===== config.mk =====
export PLATFORM = sky130hd
export DESIGN_NAME = i2c_bus_arbiter_flat
export DESIGN_NICKNAME = d
export VERILOG_FILES = /design/src/rtl/i2c_arb_pkg.sv /design/src/rtl/i2c_bus_arbiter_if.sv /design/src/rtl/i2c_bus_free_det.sv /design/src/rtl/i2c_bus_arbiter.sv /design/src/flat_wrapper.sv
export SDC_FILE = /design/constraint.sdc
export NUM_CORES = 1
export LEC_CHECK = 0
export BUFFER_PORTS_ARGS = -buffer_cell sky130_fd_sc_hd__buf_4
export CORE_MARGIN = 2
export CORE_UTILIZATION = 59
export DETAILED_ROUTE_END_ITERATION = 10
export PLACE_DENSITY_LB_ADDON = 0.2
export SYNTH_ARGS = -nofsm -noshare
export SYNTH_HDL_FRONTEND = slang
export SYNTH_SLANG_ARGS = --single-unit
export TNS_END_PERCENT = 50

===== constraint.sdc =====
create_clock -name clk -period 3.2 [get_ports clk]
set_clock_uncertainty 0.05 [all_clocks]
set_input_delay 0.16 -clock clk [delete_from_list [all_inputs] [get_ports clk]]
set_output_delay 0.16 -clock clk [all_outputs]
set_load 0.01 [all_outputs]

===== src/rtl/i2c_arb_pkg.sv =====
// Shared types and constants for the I2C bus arbiter.
package i2c_arb_pkg;

  typedef enum logic [1:0] {
    StIdle,
    StGuard,
    StOwn,
    StRelease
  } arb_state_e;

  // Owner encoding, also the value presented on sel.
  localparam logic OWN_W = 1'b0;
  localparam logic OWN_R = 1'b1;

  localparam int unsigned CNT_W = 16;

endpackage


===== src/rtl/i2c_bus_arbiter_if.sv =====
// Engine-side and pad-side signals of the bus arbiter, bundled.
interface i2c_bus_arbiter_if;

  logic req_w;
  logic req_r;
  logic done_w;
  logic done_r;
  logic scl_w;
  logic sda_w;
  logic scl_r;
  logic sda_r;
  logic scl_i;
  logic sda_i;

  logic gnt_w;
  logic gnt_r;
  logic sel;
  logic scl_o;
  logic sda_o;
  logic busy;
  logic err_timeout;

  // Arbiter side.
  modport master (
    input  req_w, req_r, done_w, done_r, scl_w, sda_w, scl_r, sda_r, scl_i, sda_i,
    output gnt_w, gnt_r, sel, scl_o, sda_o, busy, err_timeout
  );

  // Engine / pad side.
  modport slave (
    output req_w, req_r, done_w, done_r, scl_w, sda_w, scl_r, sda_r, scl_i, sda_i,
    input  gnt_w, gnt_r, sel, scl_o, sda_o, busy, err_timeout
  );

endinterface


===== src/rtl/i2c_bus_free_det.sv =====
// Counts consecutive cycles with SCL and SDA both high while enabled.
module i2c_bus_free_det
  import i2c_arb_pkg::*;
#(
  parameter int unsigned BUS_FREE_CYC = 8
) (
  input  logic clk,
  input  logic rst,
  input  logic en,
  input  logic scl_i,
  input  logic sda_i,
  output logic free
);

  localparam logic [CNT_W-1:0] FreeLast = CNT_W'(BUS_FREE_CYC - 1);

  logic             bus_high;
  logic [CNT_W-1:0] free_cnt_q;

  assign bus_high = scl_i & sda_i;

  // Free-interval counter: cleared when disabled or on any low sample.
  always_ff @(posedge clk) begin
    if (rst || !en) begin
      free_cnt_q <= '0;
    end else if (bus_high) begin
      if (free_cnt_q != FreeLast) begin
        free_cnt_q <= free_cnt_q + 1'b1;
      end
    end else begin
      free_cnt_q <= '0;
    end
  end

  // The sample completing the interval must itself be high.
  assign free = en & bus_high & (free_cnt_q == FreeLast);

endmodule


===== src/rtl/i2c_bus_arbiter.sv =====
// Round-robin owner of the shared open-drain I2C bus between write and read engines.
module i2c_bus_arbiter
  import i2c_arb_pkg::*;
#(
  parameter int unsigned BUS_FREE_CYC = 8,
  parameter int unsigned TIMEOUT_CYC  = 65535
) (
  input  logic              clk,
  input  logic              rst,
  i2c_bus_arbiter_if.master bus
);

  localparam logic [CNT_W-1:0] ToLast = CNT_W'(TIMEOUT_CYC - 1);

  arb_state_e       state_q;
  logic             winner_q;
  logic             last_owner_q;
  logic [CNT_W-1:0] to_cnt_q;

  logic gnt_w_q;
  logic gnt_r_q;
  logic sel_q;
  logic scl_o_q;
  logic sda_o_q;
  logic busy_q;
  logic err_timeout_q;

  logic free;
  logic pick;
  logic own_req;
  logic own_done;
  logic own_scl;
  logic own_sda;

  i2c_bus_free_det #(
    .BUS_FREE_CYC(BUS_FREE_CYC)
  ) u_free_det (
    .clk  (clk),
    .rst  (rst),
    .en   (state_q == StGuard),
    .scl_i(bus.scl_i),
    .sda_i(bus.sda_i),
    .free (free)
  );

  // Steer the latched winner's signals; the other engine is never looked at.
  always_comb begin
    own_req  = bus.req_w;
    own_done = bus.done_w;
    own_scl  = bus.scl_w;
    own_sda  = bus.sda_w;
    if (winner_q == OWN_R) begin
      own_req  = bus.req_r;
      own_done = bus.done_r;
      own_scl  = bus.scl_r;
      own_sda  = bus.sda_r;
    end
  end

  // Round-robin pick: on a tie the engine not served last wins.
  always_comb begin
    pick = bus.req_r ? OWN_R : OWN_W;
    if (bus.req_w && bus.req_r) begin
      pick = (last_owner_q == OWN_R) ? OWN_W : OWN_R;
    end
  end

  // Arbitration FSM with watchdog and registered outputs.
  always_ff @(posedge clk) begin
    if (rst) begin
      state_q       <= StIdle;
      winner_q      <= OWN_W;
      last_owner_q  <= OWN_R;
      to_cnt_q      <= '0;
      gnt_w_q       <= 1'b0;
      gnt_r_q       <= 1'b0;
      sel_q         <= OWN_W;
      scl_o_q       <= 1'b1;
      sda_o_q       <= 1'b1;
      busy_q        <= 1'b0;
      err_timeout_q <= 1'b0;
    end else begin
      err_timeout_q <= 1'b0;
      scl_o_q       <= 1'b1;
      sda_o_q       <= 1'b1;
      unique case (state_q)
        StIdle: begin
          if (bus.req_w || bus.req_r) begin
            winner_q <= pick;
            state_q  <= StGuard;
            busy_q   <= 1'b1;
          end
        end
        StGuard: begin
          if (!own_req) begin
            state_q <= StIdle;
            busy_q  <= 1'b0;
          end else if (free) begin
            state_q  <= StOwn;
            gnt_w_q  <= (winner_q == OWN_W);
            gnt_r_q  <= (winner_q == OWN_R);
            sel_q    <= winner_q;
            to_cnt_q <= '0;
          end
        end
        StOwn: begin
          if (own_done || !own_req || (to_cnt_q == ToLast)) begin
            state_q       <= StRelease;
            gnt_w_q       <= 1'b0;
            gnt_r_q       <= 1'b0;
            last_owner_q  <= winner_q;
            // Only a watchdog expiry flags an error; done wins a tie.
            err_timeout_q <= !own_done && own_req;
          end else begin
            to_cnt_q <= to_cnt_q + 1'b1;
            scl_o_q  <= own_scl;
            sda_o_q  <= own_sda;
          end
        end
        StRelease: begin
          state_q <= StIdle;
          busy_q  <= 1'b0;
        end
      endcase
    end
  end

  assign bus.gnt_w       = gnt_w_q;
  assign bus.gnt_r       = gnt_r_q;
  assign bus.sel         = sel_q;
  assign bus.scl_o       = scl_o_q;
  assign bus.sda_o       = sda_o_q;
  assign bus.busy        = busy_q;
  assign bus.err_timeout = err_timeout_q;

endmodule

===== src/flat_wrapper.sv =====
// flat-port wrapper written by rule: the top's interface ports become plain ports
module i2c_bus_arbiter_flat import i2c_arb_pkg::*;
#(
  parameter int unsigned BUS_FREE_CYC = 8,
  parameter int unsigned TIMEOUT_CYC  = 65535
)
  (clk, rst, bus_req_w, bus_req_r, bus_done_w, bus_done_r, bus_scl_w, bus_sda_w, bus_scl_r, bus_sda_r, bus_scl_i, bus_sda_i, bus_gnt_w, bus_gnt_r, bus_sel, bus_scl_o, bus_sda_o, bus_busy, bus_err_timeout);
  i2c_bus_arbiter_if bus_i ();
  input  logic clk;
  input  logic rst;
  input wire logic [$bits(bus_i.req_w)-1:0] bus_req_w;
  input wire logic [$bits(bus_i.req_r)-1:0] bus_req_r;
  input wire logic [$bits(bus_i.done_w)-1:0] bus_done_w;
  input wire logic [$bits(bus_i.done_r)-1:0] bus_done_r;
  input wire logic [$bits(bus_i.scl_w)-1:0] bus_scl_w;
  input wire logic [$bits(bus_i.sda_w)-1:0] bus_sda_w;
  input wire logic [$bits(bus_i.scl_r)-1:0] bus_scl_r;
  input wire logic [$bits(bus_i.sda_r)-1:0] bus_sda_r;
  input wire logic [$bits(bus_i.scl_i)-1:0] bus_scl_i;
  input wire logic [$bits(bus_i.sda_i)-1:0] bus_sda_i;
  output wire logic [$bits(bus_i.gnt_w)-1:0] bus_gnt_w;
  output wire logic [$bits(bus_i.gnt_r)-1:0] bus_gnt_r;
  output wire logic [$bits(bus_i.sel)-1:0] bus_sel;
  output wire logic [$bits(bus_i.scl_o)-1:0] bus_scl_o;
  output wire logic [$bits(bus_i.sda_o)-1:0] bus_sda_o;
  output wire logic [$bits(bus_i.busy)-1:0] bus_busy;
  output wire logic [$bits(bus_i.err_timeout)-1:0] bus_err_timeout;
  assign bus_i.req_w = bus_req_w;
  assign bus_i.req_r = bus_req_r;
  assign bus_i.done_w = bus_done_w;
  assign bus_i.done_r = bus_done_r;
  assign bus_i.scl_w = bus_scl_w;
  assign bus_i.sda_w = bus_sda_w;
  assign bus_i.scl_r = bus_scl_r;
  assign bus_i.sda_r = bus_sda_r;
  assign bus_i.scl_i = bus_scl_i;
  assign bus_i.sda_i = bus_sda_i;
  assign bus_gnt_w = bus_i.gnt_w;
  assign bus_gnt_r = bus_i.gnt_r;
  assign bus_sel = bus_i.sel;
  assign bus_scl_o = bus_i.scl_o;
  assign bus_sda_o = bus_i.sda_o;
  assign bus_busy = bus_i.busy;
  assign bus_err_timeout = bus_i.err_timeout;
  i2c_bus_arbiter #(.BUS_FREE_CYC(BUS_FREE_CYC), .TIMEOUT_CYC(TIMEOUT_CYC)) u_core (.clk(clk), .rst(rst), .bus(bus_i));
endmodule

==> impl_results.md <==
- Die Footprint: 4250 µm²
- CTS buffer count: 5
- Max Cap Violations: 0
- Routed via count divided by cell count: 5.68
- Met3 Use GR: 4.28%
- Post-synth EDFFs: 0
- Clock-pin slew on the worst setup and hold paths: 80 ps
- Vias in the first global route: 1701
- Final setup violation count: 0
- DR vias: 1802
- Hold buffer count at cts: 0
- Global-route wire length before repair: 7690 µm
- Hpwl dp: 3240 µm
- Synthesized flop and latch total: 43
- Met1 GRT Util: 30.3%
- P per Cell Area: 382 nW/µm²
- Overall routing resource usage: 23.3%
- Max stage delay cell, worst path: dfxtp_1
- Cell with the most instances after synthesis: dfxtp_1
- Post-synth top area cell: dfxtp_1
- Critical path, cell by cell: ha_1 -> nor4b_4 -> nand4_4 -> o211ai_2 -> nand2_1 -> a211o_1
- # IOs: 19
- Least-Margin Pin Slew: 769 ps
- Setup TNS: 0 ps
- Share of synthesized flip-flops with an asynchronous set or reset: 0%
- Synth Instances: 249
- Layout cells sized above 1: 14.9%
- Unrepaired setup endpoints after global routing: false
- Post-synthesis cell type count: 51
- Period utilization: 68.0%
- Largest net degree at the start of global routing: 17
- DP Cell Count: 309
- Fin nets: 283
- Worst Path Arrival: 2310 ps
- Tmin final: 2180 ps
- Starting Density: 60.8%
- Fraction of the mapped netlist area in adder cells: 1.70%
- ANT nets after route: 0
- CTS Buffer Depth: 2
- PortBufs: 18
- Seq/Total Area, Yosys: 39.0%
- M2 GR Usage: 38.6%
- Antenna Cells: 0
- Post-synthesis compound-gate area fraction: 17.3%
- Critical path class: flip-flop to flip-flop
- Slew Limit Fails: 0
- Hold path cells: 3
- Status: finished clean
- CP required: 3330 ps
- Worst-path fanout max: 11
- Worst skew pair latency: 290 ps
- Row cnt: 22
- Busiest grt layer: met2
- Largest family of logic cells by synthesized area: simple AND/OR/NAND/NOR gates
- Post-synthesis xor/xnor area fraction: 6.34%
- Syn nets: 264
- CTS root buf: clkbuf_8
- Detailed Route WL: 4420 µm
- Routed len/inst: 13.9 µm
- Mapped Area: 2210 µm²
- H-tree levels: 2
- Placer Congestion: 0.827
- First drt pass iteration count: 4
- Max_slew headroom: 48.3%
- Core area: 3630 µm²
- Mux share of post-synthesis cell area: 2.32%
- Fill cells: 328
- Worst vdd rail ir drop: 0.336 mV
- Top cells by count, synth: dfxtp_1 (43), nor2_1 (34), nand2_1 (24)
- Crit-path max cell delay: 400 ps
- Area growth, synth to finish: 10.6%
- Syn Area/Cell: 8.87 µm²
- Clk sinks: 43
- CP Capture Type: flip-flop
- Largest cells by area after synthesis: dfxtp_1 (39%), nor2_1 (5.8%), nand2_1 (4.1%)
- Warnings, synthesis: 0
- Die Width: 65.2 µm
- CP Launch Type: flip-flop
- Post-route cell area: 2440 µm²
- F_max: 460 MHz
- Primary FF master, synth: dfxtp_1
- Gr ovfl total: 0
- Antenna violations before repair: 0
- Simple-Gate Fraction of Synth Area: 30.1%
- CTS tree: built
- DRT iter0 DRCs: 109
- Drt drc: 0
- Area after DPL: 2360 µm²
- CTS-repair resized insts: 0
- R2r worst-path depth: 6
- Die height: 65.2 µm
- Post CTS Setup Buffer Count: 0
- Final Hold Fails: 0
- Min-delay worst type: input port to flip-flop
- Finished Layout Cells: 317
- Lkg Pwr: 0.820 nW
- Post-synth top area share: 39.0%
[worst max-delay path, delay by kind of cell, from the launching register on]
family                   cells  cell delay (ps)
adder cells (fa/ha/maj)      1              250
flip-flops                   1              400
AO/OA/AOI/OAI                2              580
AND/OR/NAND/NOR              3              780
[path summary, 6_finish.rpt]
kind                                   start                   to  slack [ps]
max          u_core.u_free_det.free_cnt_q[0]  u_core.to_cnt_q[15]        1020
min                                bus_sda_w     u_core.bus.sda_o          30
max reg2reg  u_core.u_free_det.free_cnt_q[0]  u_core.to_cnt_q[15]        1020
min reg2reg                 u_core.bus.gnt_r     u_core.bus.gnt_r         440
[registers in the layout (all words and copies together) (netlist names), named ones only]
register                      flops
u_core.last_owner_q               1
u_core.bus.sel                    1
u_core.bus.err_timeout            1
u_core.bus.sda_o                  1
u_core.bus.scl_o                  1
u_core.bus.busy                   1
u_core.state_q                    1
u_core.bus.gnt_w                  1
u_core.winner_q                   1
u_core.to_cnt_q                  16
u_core.u_free_det.free_cnt_q     16
u_core.bus.gnt_r                  1
[per-stage QoR]
step	util (%)	setup slack (ps)	hold slack, ps	power [mW]
after floorplan	-	1380	179	0.598
after global placement	65.0	1130	334	0.617
after detailed placement	65.0	1030	334	0.618
after CTS	67.3	1020	31.6	0.941
after global routing	67.3	802	60.3	0.975
final	67.3	1020	34.4	0.933
[where the power goes]
group | total [mW] | switching, mW | internal [mW] | leakage [nW]
Clock | 0.327 | 0.174 | 0.153 | 0.0422
Sequential | 0.546 | 0.00810 | 0.538 | 0.347
Combinational | 0.0594 | 0.0327 | 0.0267 | 0.431
[cell type report]
cell class	count	area, µm²	area share [%]
clock buffers	7	76.3	3.12
clock inverters	1	5.00	0.205
inverters	8	30.0	1.23
multi-input cells	192	1280	52.2
flip-flops and latches	43	861	35.2
well taps	48	60.1	2.46
repair buffers	18	135	5.53
[layer usage]
layer	vias up	part of all wire, %
li1	939	-
met1	824	48
met3	6	3.4
met4	0	1.6
met5	-	0
met2	33	47
[logic make-up (layout without fill, tap and decap cells)]
logic type	after synthesis	count (layout)
flops	43	43
xor+xnor	16	16
mux	5	5
buf+inv	14	34
simple gates	118	118
fa+ha+maj	3	3
compound gates	50	50
[layout by cell type (no fill, tap or decap), types with 4 or more instances in the layout]
cell type  instances
and2_1             4
mux2i_1            4
xor2_1             6
nor3_1            11
buf_4             18
nand2_1           24
xnor2_1           10
inv_1              8
clkbuf_8           5
a21oi_1            9
nand3_1           15
nand4_1            7
dfxtp_1           43
o22a_1             7
o21ai_0           11
nor2_1            34
Power figures use the tool's default switching activity.
